**src/rtl/svm_seq_pkg.sv**
```systemverilog
// Shared types, constants and width helpers for the sequential OvO SVM engine.
package svm_seq_pkg;

    // Pairwise evaluations per inference in the 3-class one-vs-one scheme.
    localparam int N_EVAL = 2;

    typedef enum logic [1:0] {
        IDLE = 2'd0,
        MAC  = 2'd1,
        DONE = 2'd2
    } state_e;

    // Counter width that stays at least one bit for degenerate counts.
    function automatic int cnt_width(input int n);
        return (n > 1) ? $clog2(n) : 1;
    endfunction

    // Accumulator wide enough that the full dot product can never overflow.
    function automatic int acc_width(input int nf, input int fw, input int ww);
        return ww + fw + $clog2(nf) + 1;
    endfunction

    // Decision sum: one bit beyond the wider of accumulator and bias.
    function automatic int sum_width(input int aw, input int bw);
        return ((aw > bw) ? aw : bw) + 1;
    endfunction

    // Low bit of element idx in a flat packed vector of width-bit elements.
    function automatic int slice_lo(input int idx, input int width);
        return idx * width;
    endfunction

endpackage

```
**src/rtl/svm_seq_engine_if.sv**
```systemverilog
// Picker <-> engine handshake and data bus.
interface svm_seq_engine_if #(
    parameter int N_features   = 21,
    parameter int featureWidth = 4,
    parameter int weightWidth  = 8,
    parameter int biasWidth    = 12
);
    logic                                       start;
    logic        [featureWidth*N_features-1:0]  features;
    logic signed [weightWidth*N_features-1:0]   weight;
    logic signed [biasWidth-1:0]                bia;
    logic                                       w_class;
    logic                                       svmready;
    logic                                       busy;

    // Picker side: requests inferences and supplies pair coefficients.
    modport master (
        output start, features, weight, bia,
        input  w_class, svmready, busy
    );

    // Engine side.
    modport slave (
        input  start, features, weight, bia,
        output w_class, svmready, busy
    );
endinterface

```
**src/rtl/svm_mac_unit.sv**
```systemverilog
// Single-multiplier multiply-accumulate: acc += zext(feature[k]) * sext(weight[k]).
module svm_mac_unit
    import svm_seq_pkg::*;
#(
    parameter int N_features   = 21,
    parameter int featureWidth = 4,
    parameter int weightWidth  = 8,
    parameter int ACC_W        = acc_width(N_features, featureWidth, weightWidth),
    parameter int K_W          = cnt_width(N_features)
) (
    input  logic                                     clk,
    input  logic                                     rst_n,
    input  logic                                     clear,
    input  logic                                     en,
    input  logic        [K_W-1:0]                    k,
    input  logic        [featureWidth*N_features-1:0] features,
    input  logic signed [weightWidth*N_features-1:0]  weight,
    output logic signed [ACC_W-1:0]                   acc_next
);
    localparam int PROD_W = featureWidth + weightWidth + 1;

    logic signed [featureWidth:0]  feat_s;
    logic signed [weightWidth-1:0] wgt_s;
    logic signed [PROD_W-1:0]      prod;
    logic signed [ACC_W-1:0]       acc_q, acc_d;

    // Select the k-th feature/weight pair and form the running sum.
    always_comb begin
        feat_s   = {1'b0, features[slice_lo(int'(k), featureWidth) +: featureWidth]};
        wgt_s    = weight[slice_lo(int'(k), weightWidth) +: weightWidth];
        prod     = feat_s * wgt_s;
        acc_next = acc_q + {{(ACC_W-PROD_W){prod[PROD_W-1]}}, prod};
        acc_d    = clear ? '0 : (en ? acc_next : acc_q);
    end

    // Accumulator register.
    always_ff @(posedge clk or negedge rst_n) begin
        // NOTE: sequential state is always written with <= so every flop sees pre-edge values.
        if (!rst_n) acc_q <= '0;
        else        acc_q <= acc_d;
    end
endmodule

```
**src/rtl/svm_seq_engine.sv**
```systemverilog
// Sequential one-vs-one SVM engine: latches a feature vector, evaluates N_EVAL
// pairwise classifiers one feature per cycle, pulses svmready per decision.
module svm_seq_engine
    import svm_seq_pkg::*;
#(
    parameter int N_features   = 21,
    parameter int featureWidth = 4,
    parameter int weightWidth  = 8,
    parameter int biasWidth    = 12
) (
    input  logic               clk,
    input  logic               rst_n,
    svm_seq_engine_if.slave    bus
);
    localparam int ACC_W = acc_width(N_features, featureWidth, weightWidth);
    localparam int SUM_W = sum_width(ACC_W, biasWidth);
    localparam int K_W   = cnt_width(N_features);
    localparam int E_W   = cnt_width(N_EVAL);

    localparam logic [1:0] S_IDLE = IDLE;
    localparam logic [1:0] S_MAC  = MAC;
    localparam logic [1:0] S_DONE = DONE;

    localparam logic [K_W-1:0]         K_LAST    = K_W'(N_features - 1);
    localparam logic [E_W-1:0]         EVAL_LAST = E_W'(N_EVAL - 1);
    localparam logic signed [SUM_W-1:0] ZERO     = '0;

    logic [1:0]                          state_q, state_d;
    logic [K_W-1:0]                      k_q, k_d;
    logic [E_W-1:0]                      eval_q, eval_d;
    logic [featureWidth*N_features-1:0]  feat_q, feat_d;
    logic                                w_class_q, w_class_d;
    logic                                svmready_q, svmready_d;
    logic                                acc_clr, acc_en;
    logic signed [ACC_W-1:0]             acc_next;
    logic signed [SUM_W-1:0]             sum;

    svm_mac_unit #(
        .N_features  (N_features),
        .featureWidth(featureWidth),
        .weightWidth (weightWidth),
        .ACC_W       (ACC_W),
        .K_W         (K_W)
    ) u_mac (
        .clk     (clk),
        .rst_n   (rst_n),
        .clear   (acc_clr),
        .en      (acc_en),
        .k       (k_q),
        .features(feat_q),
        .weight  (bus.weight),
        .acc_next(acc_next)
    );

    // FSM, counters and decision: next-state logic.
    always_comb begin
        // NOTE: every output gets a default first so no path leaves a latch behind.
        state_d    = state_q;
        k_d        = k_q;
        eval_d     = eval_q;
        feat_d     = feat_q;
        w_class_d  = w_class_q;
        svmready_d = 1'b0;
        acc_clr    = 1'b0;
        acc_en     = 1'b0;
        sum = {{(SUM_W-ACC_W){acc_next[ACC_W-1]}}, acc_next}
            + {{(SUM_W-biasWidth){bus.bia[biasWidth-1]}}, bus.bia};
        case (state_q)
            S_IDLE: begin
                if (bus.start) begin
                    feat_d  = bus.features;
                    acc_clr = 1'b1;
                    k_d     = '0;
                    eval_d  = '0;
                    state_d = S_MAC;
                end
            end
            S_MAC: begin
                acc_en = 1'b1;
                k_d    = k_q + K_W'(1);
                if (k_q == K_LAST) begin
                    w_class_d  = (sum < ZERO);
                    svmready_d = 1'b1;
                    k_d        = '0;
                    state_d    = S_DONE;
                end
            end
            S_DONE: begin
                if (eval_q == EVAL_LAST) begin
                    state_d = S_IDLE;
                end else begin
                    eval_d  = eval_q + E_W'(1);
                    acc_clr = 1'b1;
                    k_d     = '0;
                    state_d = S_MAC;
                end
            end
            default: state_d = S_IDLE;
        endcase
    end

    // State, counter, feature latch and output registers.
    always_ff @(posedge clk or negedge rst_n) begin
        if (!rst_n) begin
            state_q    <= S_IDLE;
            k_q        <= '0;
            eval_q     <= '0;
            // NOTE: the feature register is a plain register bank, so it is reset like any other flop.
            feat_q     <= '0;
            w_class_q  <= 1'b0;
            svmready_q <= 1'b0;
        end else begin
            state_q    <= state_d;
            k_q        <= k_d;
            eval_q     <= eval_d;
            feat_q     <= feat_d;
            w_class_q  <= w_class_d;
            svmready_q <= svmready_d;
        end
    end

    assign bus.w_class  = w_class_q;
    assign bus.svmready = svmready_q;
    assign bus.busy     = (state_q != S_IDLE);
endmodule

```
**src/flat_wrapper.sv**
```systemverilog
// flat-port wrapper written by rule: the top's interface ports become plain ports
module svm_seq_engine_flat import svm_seq_pkg::*;
#(
    parameter int N_features   = 21,
    parameter int featureWidth = 4,
    parameter int weightWidth  = 8,
    parameter int biasWidth    = 12
)
  (clk, rst_n, bus_start, bus_features, bus_weight, bus_bia, bus_w_class, bus_svmready, bus_busy);
  svm_seq_engine_if #(.N_features(N_features), .featureWidth(featureWidth), .weightWidth(weightWidth), .biasWidth(biasWidth)) bus_i ();
  input  logic clk;
  input  logic rst_n;
  input wire logic [$bits(bus_i.start)-1:0] bus_start;
  input wire logic [$bits(bus_i.features)-1:0] bus_features;
  input wire logic [$bits(bus_i.weight)-1:0] bus_weight;
  input wire logic [$bits(bus_i.bia)-1:0] bus_bia;
  output wire logic [$bits(bus_i.w_class)-1:0] bus_w_class;
  output wire logic [$bits(bus_i.svmready)-1:0] bus_svmready;
  output wire logic [$bits(bus_i.busy)-1:0] bus_busy;
  assign bus_i.start = bus_start;
  assign bus_i.features = bus_features;
  assign bus_i.weight = bus_weight;
  assign bus_i.bia = bus_bia;
  assign bus_w_class = bus_i.w_class;
  assign bus_svmready = bus_i.svmready;
  assign bus_busy = bus_i.busy;
  svm_seq_engine #(.N_features(N_features), .featureWidth(featureWidth), .weightWidth(weightWidth), .biasWidth(biasWidth)) u_core (.clk(clk), .rst_n(rst_n), .bus(bus_i));
endmodule
```
**config.mk**
```make
export PLATFORM = sky130hd
export DESIGN_NAME = svm_seq_engine_flat
export DESIGN_NICKNAME = d
export VERILOG_FILES = /design/src/rtl/svm_seq_pkg.sv /design/src/rtl/svm_seq_engine_if.sv /design/src/rtl/svm_mac_unit.sv /design/src/rtl/svm_seq_engine.sv /design/src/flat_wrapper.sv
export SDC_FILE = /design/constraint.sdc
export NUM_CORES = 1
export LEC_CHECK = 0
export ABC_CLOCK_PERIOD_IN_PS = 23400
export CAP_MARGIN = 20
export CORE_UTILIZATION = 52
export DETAILED_ROUTE_END_ITERATION = 12
export GPL_ROUTABILITY_DRIVEN = 0
export PLACE_DENSITY = 0.89
export SLEW_MARGIN = 20
export SYNTH_ARGS = -nofsm -noshare
export SYNTH_HDL_FRONTEND = slang
export SYNTH_HIERARCHICAL = 1
export SYNTH_SLANG_ARGS = --single-unit
export TNS_END_PERCENT = 20
```
**constraint.sdc**
```tcl
create_clock -name clk -period 23.4 [get_ports clk]
set_clock_uncertainty 0.1 [all_clocks]
set_input_delay 5.85 -clock clk [delete_from_list [all_inputs] [get_ports clk]]
set_output_delay 5.85 -clock clk [all_outputs]
set_load 0.005 [all_outputs]
```
==> metrics.txt, run 1 <==
dominant register cell in the synthesized netlist sky130_fd_sc_hd__dfrtp_1; routed via count roughly 7,000; first-pass GRT wire length 40,100 µm; clock root buffer sky130_fd_sc_hd__clkbuf_16; type of origin of the critical path input port; clock slew seen by the registers of the worst setup and hold paths around 0.080 ns; post-cts hold buffer count 0; synthesized-area fraction occupied by xor and xnor cells under 10%; top fanout value on the critical path 7; share of cell area taken by muxes after synthesis between 30 and 40%; data arrival time at the worst-slack endpoint 13.52 ns; simple-gate area share of the yosys netlist a little over 8%; effective utilization at floorplan between 50 and 60%; total of endpoints with negative setup slack in the final report 0; Sinks on Clock Net 112; critical path's most frequent cell sky130_fd_sc_hd__ha_1; category of the critical setup timing path input port to flip-flop; max-slew violation count 0; worst-case clock buffer depth 2; DP Wirelength 19,900 µm; headroom to the max-slew limit 34.7%; Netlist cell types 58; Num CTS Buffers 9; R2R Path End u_core/bus.w_class; Critical Path Start bus_weight[30]; synthesized net count 1,089; area growth from synthesis to layout 35.9%; most common cell in the synthesized netlist sky130_fd_sc_hd__dfrtp_1; Largest stage delay, worst path 0.50 ns; measured slew at the worst slew-check pin ~1 ns; final hold violation count 0; share of Yosys cell area claimed by the top area cell type 32.1%; Remaining Overflow, GRT 0; number of antenna violations at the first check in global routing 4; pin count of the biggest net entering global routing 80; I/O pin total 270; sequential-to-total area share from yosys stat between 30% and 40%; number of cells upsized or downsized after cts 0; maximum achievable frequency 74.7 MHz; detailed-route vias per instance between 5 and 6; DRC violations left 0; cell with the biggest individual delay on the critical path sky130_fd_sc_hd__fa_1; #FFs+latches synth 112; run status finished, final reports clean; RSZ-0062 raised after global routing false; average size of a mapped cell 11.7 µm²; fraction of final layout cells sized beyond drive strength 1 18.0%; Post-Place Worst Slack 9.76 ns; most frequent cells after synthesis sky130_fd_sc_hd__dfrtp_1 (112), sky130_fd_sc_hd__mux2_2 (84), sky130_fd_sc_hd__nor2_1 (68); startpoint of the lowest-slack register-to-register path u_core/k_q[2]; Worst EP required 23.54 ns; global-route usage over all layers 30.0%; total wire length after detailed routing 25,000 µm; Worst R2R Setup Slack 14.03 ns; post-detailed-route count of antenna-violating nets 0; post-route fraction of the period consumed by the critical path between 50% and 60%; Std-Cell Core Area 16,100 µm²; post-synth top area cell sky130_fd_sc_hd__dfrtp_1; cell area after synthesis slightly below 9000 µm²; Post-CTS Setup Inserts 0; dominant combinational cell family by area after synthesis multiplexers; Setup crit end kind flip-flop; die outline height roughly 130 µm; detailed-routing iteration count for the pre-antenna-repair pass 5; Hold Path Cell Cnt 1; depth of the most critical reg-to-reg path 29; TritonCTS clock tree done; top cell family by delay on the critical path compound AO/OA/AOI/OAI gates; post-layout net count 1,340; count of maximum capacitance violations 0; least setup slack across all paths after layout ~10 ns; minimum clock period 13.38 ns; Die Area about 17,000 µm²; Port Buf Inserts ~270; end point of the critical path u_core/bus.w_class; leading cell types by total area after synthesis sky130_fd_sc_hd__dfrtp_1 (32%), sky130_fd_sc_hd__mux4_2 (14%), sky130_fd_sc_hd__mux2_2 (11%); placement row count 46; vias in the first global route approximately 7,700; number of H-tree levels 3; Synthesis Warnings 6; number of flops mapped to enable cells by yosys 0; Worst Path Buf+Inv 3; share of flip-flops with an asynchronous set or reset after synthesis 100%; x dimension of the die 131 µm; Initial DRC Count 404; sum of negative setup slack 0 ns; Crit path depth 30; adder-cell area share of the yosys netlist 12.7%; Gate Count Post-Synth 744; insertion delay of the later-clocked pin in the worst-skew pair 0.37 ns; kind of path behind the tightest hold check flip-flop to flip-flop; synthesized-area fraction occupied by ao, oa, aoi and oai cells 8.68%; average routed wire per standard cell ~20 µm
-- cell type report --
cell class	count	area [µm²]
well taps	216	270
diodes	3	7.51
multi-input cells	543	5520
clock buffers	9	225
inverters	54	203
flip-flops and latches	112	2810
clock inverters	7	80.1
repair buffers	275	2740
fillers	1093	4270
-- how the worst min path moves through the flow --
stage                 startpoint                end  slack [ns]
2_1_floorplan      u_core/eval_q      u_core/eval_q        0.37
3_3_place_gp   u_core/feat_q[44]  u_core/feat_q[44]        0.38
3_5_place_dp   u_core/feat_q[75]  u_core/feat_q[75]        0.39
4_1_cts        u_core/feat_q[72]  u_core/feat_q[72]        0.41
5_1_grt        u_core/feat_q[10]  u_core/feat_q[10]        0.42
6_report       u_core/feat_q[72]  u_core/feat_q[72]        0.41
-- through the flow --
stage | instances | utilization (%) | instance area, µm² | hold slack [ns]
2_1_floorplan | 744 | - | 8720 | 0.365
3_3_place_gp | 1200 | 71.6 | 11500 | 0.383
3_5_place_dp | 1200 | 71.6 | 11500 | 0.390
4_1_cts | 1216 | 73.5 | 11800 | 0.409
5_1_grt | 1219 | 73.5 | 11800 | 0.420
6_report | 1219 | 73.5 | 11800 | 0.407
-- kinds of logic (layout without fill, tap and decap cells) --
group                    Yosys count  in the layout
adder cells (fa/ha/maj)           78             78
buffers and inverters             89            345
flip-flops                       112            112
AO/OA/AOI/OAI                    109            109
other                              0              3
AND/OR/NAND/NOR                  148            148
multiplexers                     182            182
XOR/XNOR                          26             26
-- state kept, by name, indices dropped and copies added (netlist names) --
register and cells:
u_core/eval_q 1, u_core/bus.w_class 1, u_core/state_q 2, u_core/u_mac/acc_q 18, u_core/k_q 5, u_core/bus.svmready 1, u_core/feat_q 84
-- worst reg2reg max path: cells and delay by family (launching register included) --
family	cells	cell delay, ns
buffers and inverters	3	0.95
flip-flops	1	0.86
XOR/XNOR	2	0.28
AO/OA/AOI/OAI	13	3.33
adder cells (fa/ha/maj)	6	2.13
AND/OR/NAND/NOR	5	1.61
-- placed cells by master (no fill, tap or decap), drive strengths merged, types with 9 or more instances in the layout --
| cell type | n |
|---|---|
| clkdlybuf4s50 | 268 |
| dfrtp | 112 |
| mux2 | 85 |
| nor2 | 68 |
| ha | 60 |
| mux4 | 59 |
| inv | 57 |
| mux2i | 38 |
| a21oi | 26 |
| xnor2 | 19 |
| o21ai | 19 |
| nand2 | 18 |
| fa | 18 |
| a221oi | 13 |
| nor3 | 10 |
| o22a | 10 |
| clkbuf | 9 |
| nand3 | 9 |
| or2 | 9 |
-- routing by layer --
metal | up-vias | track usage (%) | wire [µm]
li1 | 3262 | - | -
met1 | 3477 | 35.5 | 9480
met2 | 278 | 52.7 | 13100
met3 | 42 | 7.18 | 1780
met4 | 0 | 11.2 | 663
met5 | - | 0 | 0
Power of run 1 is left out: the tool's default activity adds up to more than one toggle a clock period on the data nets, which glitch-free logic cannot reach.
==> inputs of run 2 (changes only) <==
--- a/config.mk
+++ b/config.mk
@@ -5,12 +5,12 @@
 export SDC_FILE = /design/constraint.sdc
 export NUM_CORES = 1
 export LEC_CHECK = 0
-export ABC_CLOCK_PERIOD_IN_PS = 23400
+export ABC_CLOCK_PERIOD_IN_PS = 12600
 export CAP_MARGIN = 20
-export CORE_UTILIZATION = 52
+export CORE_UTILIZATION = 48
 export DETAILED_ROUTE_END_ITERATION = 12
 export GPL_ROUTABILITY_DRIVEN = 0
-export PLACE_DENSITY = 0.89
+export PLACE_DENSITY = 0.83
 export SLEW_MARGIN = 20
 export SYNTH_ARGS = -nofsm -noshare
 export SYNTH_HDL_FRONTEND = slang
==> constraint.sdc (replaced) <==
create_clock -name clk -period 12.6 [get_ports clk]
set_clock_uncertainty 0.1 [all_clocks]
set_input_delay 3.15 -clock clk [delete_from_list [all_inputs] [get_ports clk]]
set_output_delay 3.15 -clock clk [all_outputs]
set_load 0.005 [all_outputs]
==> run 2 against run 1 <==
Largest cell class unchanged. Via count decreased by 1.1%. Register-to-register slack got worse by 11 ns. Cell count increased by 0.49%. Highest routed layer is now met5. Die area increased by 8.2%.
==> metrics.txt, run 2 (same netlist as run 1, synthesis figures left out) <==
Num CTS Buffers 9 (unchanged); total of endpoints with negative setup slack in the final report 0 (unchanged); number of cells upsized or downsized after cts 0 (unchanged); clock slew seen by the registers of the worst setup and hold paths 0.08 ns (about the same); average routed wire per standard cell 20.1 µm (-1.7%); first-pass GRT wire length 38,300 µm (-4.6%); routing usage on met3 7.56% (+0.38 points); category of the critical setup timing path input port to flip-flop; final hold violation count 0 (unchanged); top cell family by delay on the critical path compound AO/OA/AOI/OAI gates; post-cts hold buffer count 0 (unchanged); Remaining Overflow, GRT 0 (unchanged); Initial DRC Count 334 (-17%); effective utilization at floorplan 49.7% (-4.4 points); Std-Cell Core Area 17,500 µm² (+8.8%); clock root buffer sky130_fd_sc_hd__clkbuf_16; fraction of final layout cells sized beyond drive strength 1 18.0% (unchanged); vias in the first global route 7,267 (-5.9%); minimum clock period 10.65 ns; max-slew violation count 0 (unchanged); hold slack final 0.404 ns (-0.00272 ns); pin count of the biggest net entering global routing 79 (-1.3%); Worst EP required 12.75 ns (-10.79 ns); cell with the biggest individual delay on the critical path sky130_fd_sc_hd__fa_1; x dimension of the die 137 µm (+4.0%); run status finished, final reports clean; Largest register FFs 84 (unchanged); number of non-filler instances in the completed layout 1,225 (+0.49%); post-detailed-route count of antenna-violating nets 0 (unchanged); layer with the highest usage after global routing met2; post-layout net count 1,340 (unchanged); Worst R2R Setup Slack 3.38 ns (-10.65 ns); data arrival time at the worst-slack endpoint 10.81 ns (-2.71 ns); kind of path behind the tightest hold check flip-flop to flip-flop; measured slew at the worst slew-check pin 0.983 ns (+0.00280 ns); placement row count 48 (+4.3%); hold endpoint u_core/feat_q[12]; post-route fraction of the period consumed by the critical path 84.6%; DP Wirelength 19,600 µm (-1.6%); routed via count 6,982 (-1.1%); post-placement cell count 1,209 (+0.75%); R2R Path End u_core/bus.w_class; DRC violations left 0 (unchanged); detailed-routing iteration count for the pre-antenna-repair pass 5 (unchanged); Largest stage delay, worst path 0.55 ns (+0.05 ns); startpoint of the lowest-slack register-to-register path u_core/k_q[2]; TritonCTS clock tree done; Worst Path Buf+Inv 3 (unchanged); most frequent standard cell in the layout excluding fill and tap cells sky130_fd_sc_hd__clkdlybuf4s50_1; final antenna diode count 0 (-3); top library cells by usage in the layout, fill and taps aside sky130_fd_sc_hd__clkdlybuf4s50_1 (268), sky130_fd_sc_hd__dfrtp_1 (110), sky130_fd_sc_hd__mux2_2 (84); die outline height 137 µm (+4.0%); leading registers by flop count u_core/feat_q x84, u_core/u_mac/acc_q x18, u_core/k_q x5; depth of the most critical reg-to-reg path 29 (unchanged); Hold Path Cell Cnt 1 (unchanged); worst-case clock buffer depth 2 (unchanged); RSZ-0062 raised after global routing false; GR met1 Demand/Resource 33.0% (-2.4 points); count of maximum capacitance violations 0 (unchanged); maximum achievable frequency ~94 MHz; critical path's most frequent cell sky130_fd_sc_hd__ha_1; area growth from synthesis to layout 36.4%; insertion delay of the later-clocked pin in the worst-skew pair 0.36 ns (about the same); type of origin of the critical path input port; detailed-route vias per instance 5.70 (-1.6%); Post-CTS Setup Inserts 0 (unchanged); met2 usage in global routing 47.4% (-5.3 points); number of H-tree levels 3 (unchanged); Port Buf Inserts 269 (unchanged); total wire length after detailed routing 24,700 µm (-1.2%); top fanout value on the critical path 4 (-3); largest register by flop count u_core/feat_q; I/O pin total 270 (unchanged); global-route usage over all layers 27.3% (-2.8 points); Setup crit end kind flip-flop; number of antenna violations at the first check in global routing 2 (-2); sum of negative setup slack 0 ns (unchanged); Die Area 18,700 µm² (+8.2%); Hold Startpoint u_core/feat_q[12]; headroom to the max-slew limit 34.5% (-0.19 points); Sinks on Clock Net 112 (unchanged)
-- run 2: cell count changes in the layout (fill, tap and decap cells not counted), sizes merged --
cell    change
bufinv      +2
diode       -3
inv         -2
-- run 2: worst max-delay path by stage --
stage	startpoint	end	slack, ns	cells after the start
5_1_grt	bus_weight[18]	u_core/bus.w_class	1.59	32
2_1_floorplan	bus_weight[28]	u_core/bus.w_class	2.78	29
3_3_place_gp	bus_weight[19]	u_core/bus.w_class	1.86	30
3_5_place_dp	bus_weight[146]	u_core/bus.w_class	1.72	31
6_report	bus_weight[146]	u_core/bus.w_class	1.95	31
4_1_cts	bus_weight[146]	u_core/bus.w_class	2.07	31
-- run 2: cell type report --
cell class	count	area, µm²
timing repair buffer	275	2740
fill	1322	5650
sequential	112	2810
tap	225	282
clock buffer	9	225
multi-input combinational	543	5520
inverter	54	203
clock inverter	7	123
-- run 2: stage by stage --
stage,util (%),area [µm²],setup slack (ns)
3_5_place_dp,65.8,11500,1.72
3_3_place_gp,65.8,11500,1.86
4_1_cts,67.8,11900,2.07
2_1_floorplan,-,8720,2.78
5_1_grt,67.8,11900,1.59
6_report,67.8,11900,1.95
-- run 2: worst register-to-register path: cells and delay by family, from the launching register on --
family	cells	cell delay, ns
fa+ha+maj	6	2.16
compound gates	13	3.17
buf+inv	3	0.96
simple gates	5	1.59
xor+xnor	2	0.30
flops	1	0.83
-- run 2: routing by layer --
metal / wire, µm / vias to the layer above / part of all wire, %
met5: 13 / - / 0.053
met1: 9670 / 3421 / 39
met2: 12800 / 253 / 52
met3: 1750 / 37 / 7.1
li1: - / 3269 / -
met4: 495 / 2 / 2.0
Power of run 2 is left out for the same reason.
==> inputs of run 3 (changes only) <==
--- a/config.mk
+++ b/config.mk
@@ -5,12 +5,12 @@
 export SDC_FILE = /design/constraint.sdc
 export NUM_CORES = 1
 export LEC_CHECK = 0
-export ABC_CLOCK_PERIOD_IN_PS = 12600
+export ABC_CLOCK_PERIOD_IN_PS = 9100
 export CAP_MARGIN = 20
-export CORE_UTILIZATION = 48
+export CORE_UTILIZATION = 44
 export DETAILED_ROUTE_END_ITERATION = 12
 export GPL_ROUTABILITY_DRIVEN = 0
-export PLACE_DENSITY = 0.83
+export PLACE_DENSITY = 0.8
 export SLEW_MARGIN = 20
 export SYNTH_ARGS = -nofsm -noshare
 export SYNTH_HDL_FRONTEND = slang
==> constraint.sdc (replaced) <==
create_clock -name clk -period 9.1 [get_ports clk]
set_clock_uncertainty 0.1 [all_clocks]
set_input_delay 2.275 -clock clk [delete_from_list [all_inputs] [get_ports clk]]
set_output_delay 2.275 -clock clk [all_outputs]
set_load 0.005 [all_outputs]
==> run 3 against run 2 <==
Critical path depth increased by 1. Flip-flop and latch count unchanged. Worst setup slack got worse by 1.8 ns. Die area increased by 9.0%. Non-clock buffer count increased by 86. Critical endpoint unchanged. Largest cell class unchanged. Hold slack improved by 0.0035 ns. Sequential share of layout area decreased by 2.3 points. First-iteration DRC count decreased by 0.30%. Final area increased by 11%.
==> metrics.txt, run 3 (same netlist as run 1, synthesis figures left out) <==
area growth from synthesis to layout 50.9%; hold slack final 0.408 ns (+0.00345 ns); top library cells by usage in the layout, fill and taps aside sky130_fd_sc_hd__clkdlybuf4s50_1 (219), sky130_fd_sc_hd__dfrtp_1 (110), sky130_fd_sc_hd__buf_4 (86); average routed wire per standard cell 19.9 µm (-1.4%); routed via count 7,427 (+6.4%); detailed-routing iteration count for the pre-antenna-repair pass 5 (unchanged); largest register by flop count u_core/feat_q; run status finished, final reports clean; Worst EP required 9.25 ns (-3.50 ns); least setup slack across all paths after layout 0.137 ns (-1.81 ns); Sinks on Clock Net 112 (unchanged); minimum clock period 8.96 ns; total wire length after detailed routing 26,800 µm (+8.8%); TritonCTS clock tree done; most frequent standard cell in the layout excluding fill and tap cells sky130_fd_sc_hd__clkdlybuf4s50_1; die outline height 143 µm (+4.4%); data arrival time at the worst-slack endpoint 9.11 ns (-1.70 ns); Num CTS Buffers 9 (unchanged); Std-Cell Core Area 19,500 µm² (+11%); type of origin of the critical path input port; max-slew violation count 0 (unchanged); sum of negative setup slack 0 ns (unchanged); cell with the biggest individual delay on the critical path sky130_fd_sc_hd__fa_1; number of H-tree levels 3 (unchanged); Die Area 20,400 µm² (+9.0%); detailed-route vias per instance 5.49 (-3.6%); DRC violations left 0 (unchanged); total of endpoints with negative setup slack in the final report 0 (unchanged); Largest register FFs 84 (unchanged); x dimension of the die 143 µm (+4.4%); post-layout net count 1,426 (+6.4%); post-route fraction of the period consumed by the critical path 98.5%; depth of the most critical reg-to-reg path 28 (-3.4%); final hold violation count 0 (unchanged); Port Buf Inserts 269 (unchanged); vias in the first global route 7,643 (+5.2%); category of the critical setup timing path input port to flip-flop; worst-case clock buffer depth 2 (unchanged); measured slew at the worst slew-check pin 1.11 ns (+0.130 ns); Hold Path Cell Cnt 1 (unchanged); Layout Cell Area excl Fill 13,200 µm² (+11%); placement row count 51 (+6.3%); Remaining Overflow, GRT 0 (unchanged); fillcell total 1,422 (+7.6%); kind of path behind the tightest hold check flip-flop to flip-flop; Initial DRC Count 333 (-0.30%); DP Wirelength 20,000 µm (+2.4%); Post-Place Worst Slack -0.867 ns (-2.58 ns); pin count of the biggest net entering global routing 85 (+7.6%); fraction of final layout cells sized beyond drive strength 1 30.3% (+12 points); global-route usage over all layers 25.8% (-1.5 points); effective utilization at floorplan 44.8% (-4.9 points); post-detailed-route count of antenna-violating nets 0 (unchanged); I/O pin total 270 (unchanged); Largest stage delay, worst path 0.50 ns (-0.05 ns); Setup crit end kind flip-flop; top fanout value on the critical path 4 (unchanged); insertion delay of the later-clocked pin in the worst-skew pair 0.37 ns (about the same); standard cell area after detailed placement 12,200 µm² (+5.5%); clock root buffer sky130_fd_sc_hd__clkbuf_16; leading registers by flop count u_core/feat_q x84, u_core/u_mac/acc_q x18, u_core/k_q x5; clock slew seen by the registers of the worst setup and hold paths 0.08 ns (about the same); maximum achievable frequency between 100 and 150 MHz; number of antenna violations at the first check in global routing 2 (unchanged); headroom to the max-slew limit 25.8% (-8.7 points); first-pass GRT wire length 39,900 µm (+4.3%); count of maximum capacitance violations 0 (unchanged)
run 3: cell count changes in the layout (fill, tap and decap cells not counted), moves of 8 or more:
| cell | previous run | this run |
|---|---|---|
| sky130_fd_sc_hd__inv_1 | 53 | 45 |
| sky130_fd_sc_hd__a221oi_1 | 13 | 3 |
| sky130_fd_sc_hd__buf_4 | 7 | 86 |
| sky130_fd_sc_hd__dlymetal6s2s_1 | 0 | 47 |
| sky130_fd_sc_hd__a21oi_1 | 26 | 18 |
| sky130_fd_sc_hd__ha_4 | 0 | 10 |
| sky130_fd_sc_hd__inv_2 | 0 | 8 |
| sky130_fd_sc_hd__ha_1 | 60 | 48 |
| sky130_fd_sc_hd__clkdlybuf4s50_1 | 268 | 219 |
| sky130_fd_sc_hd__a221oi_2 | 0 | 9 |
run 3: metrics by stage:
stage | std cells | util (%)
2_1_floorplan | 744 | -
3_3_place_gp | 1325 | 62.6
3_5_place_dp | 1325 | 62.6
4_1_cts | 1347 | 65.0
5_1_grt | 1352 | 67.6
6_report | 1352 | 67.6
run 3: final cells by class:
cell class                 count  area [µm²]  share of cell area (%)
antenna                        1        2.50                  0.0190
inverter                      54         203                    1.54
sequential                   112        2810                    21.3
timing repair buffer         361        3540                    26.9
clock inverter                 7        77.6                   0.590
tap                          265         332                    2.52
clock buffer                   9         225                    1.71
multi-input combinational    543        5970                    45.4
run 3: what timing repair did:
item                       CTS  global route
pin swaps                   18            75
hold buffers                 0             0
gates cloned                 0             0
setup buffers                6             5
gates resized for setup     26           112
setup endpoints to repair    1             2
run 3: path summary, 6_finish.rpt:
path                       slack (ns)                     to               from
setup / recovery                 0.14     u_core/bus.w_class    bus_weight[131]
hold / removal                   0.41      u_core/feat_q[48]  u_core/feat_q[48]
setup reg to reg                 1.19     u_core/bus.w_class      u_core/k_q[0]
hold reg to reg                  0.41      u_core/feat_q[48]  u_core/feat_q[48]
max in group asynchronous        5.73      u_core/feat_q[28]              rst_n
min in group asynchronous        1.83  u_core/u_mac/acc_q[4]              rst_n
run 3: critical path: cells and delay by family:
| family | cells | cell delay (ns) |
|---|---|---|
| muxes | 2 | 0.62 |
| AOI/OAI and AO/OA | 12 | 2.20 |
| buffers and inverters | 4 | 0.66 |
| adders and majority gates | 6 | 2.08 |
| and+or+nand+nor | 6 | 0.80 |
| xor gates and xnor gates | 2 | 0.46 |
run 3: per-layer routing:
layer	track usage [%]	up-vias	routed length, µm
met4	8.83	0	531
met1	31.8	3705	10600
li1	-	3443	-
met3	5.90	41	1570
met2	44.3	238	14100
met5	0	-	0
Power of run 3 is left out for the same reason.
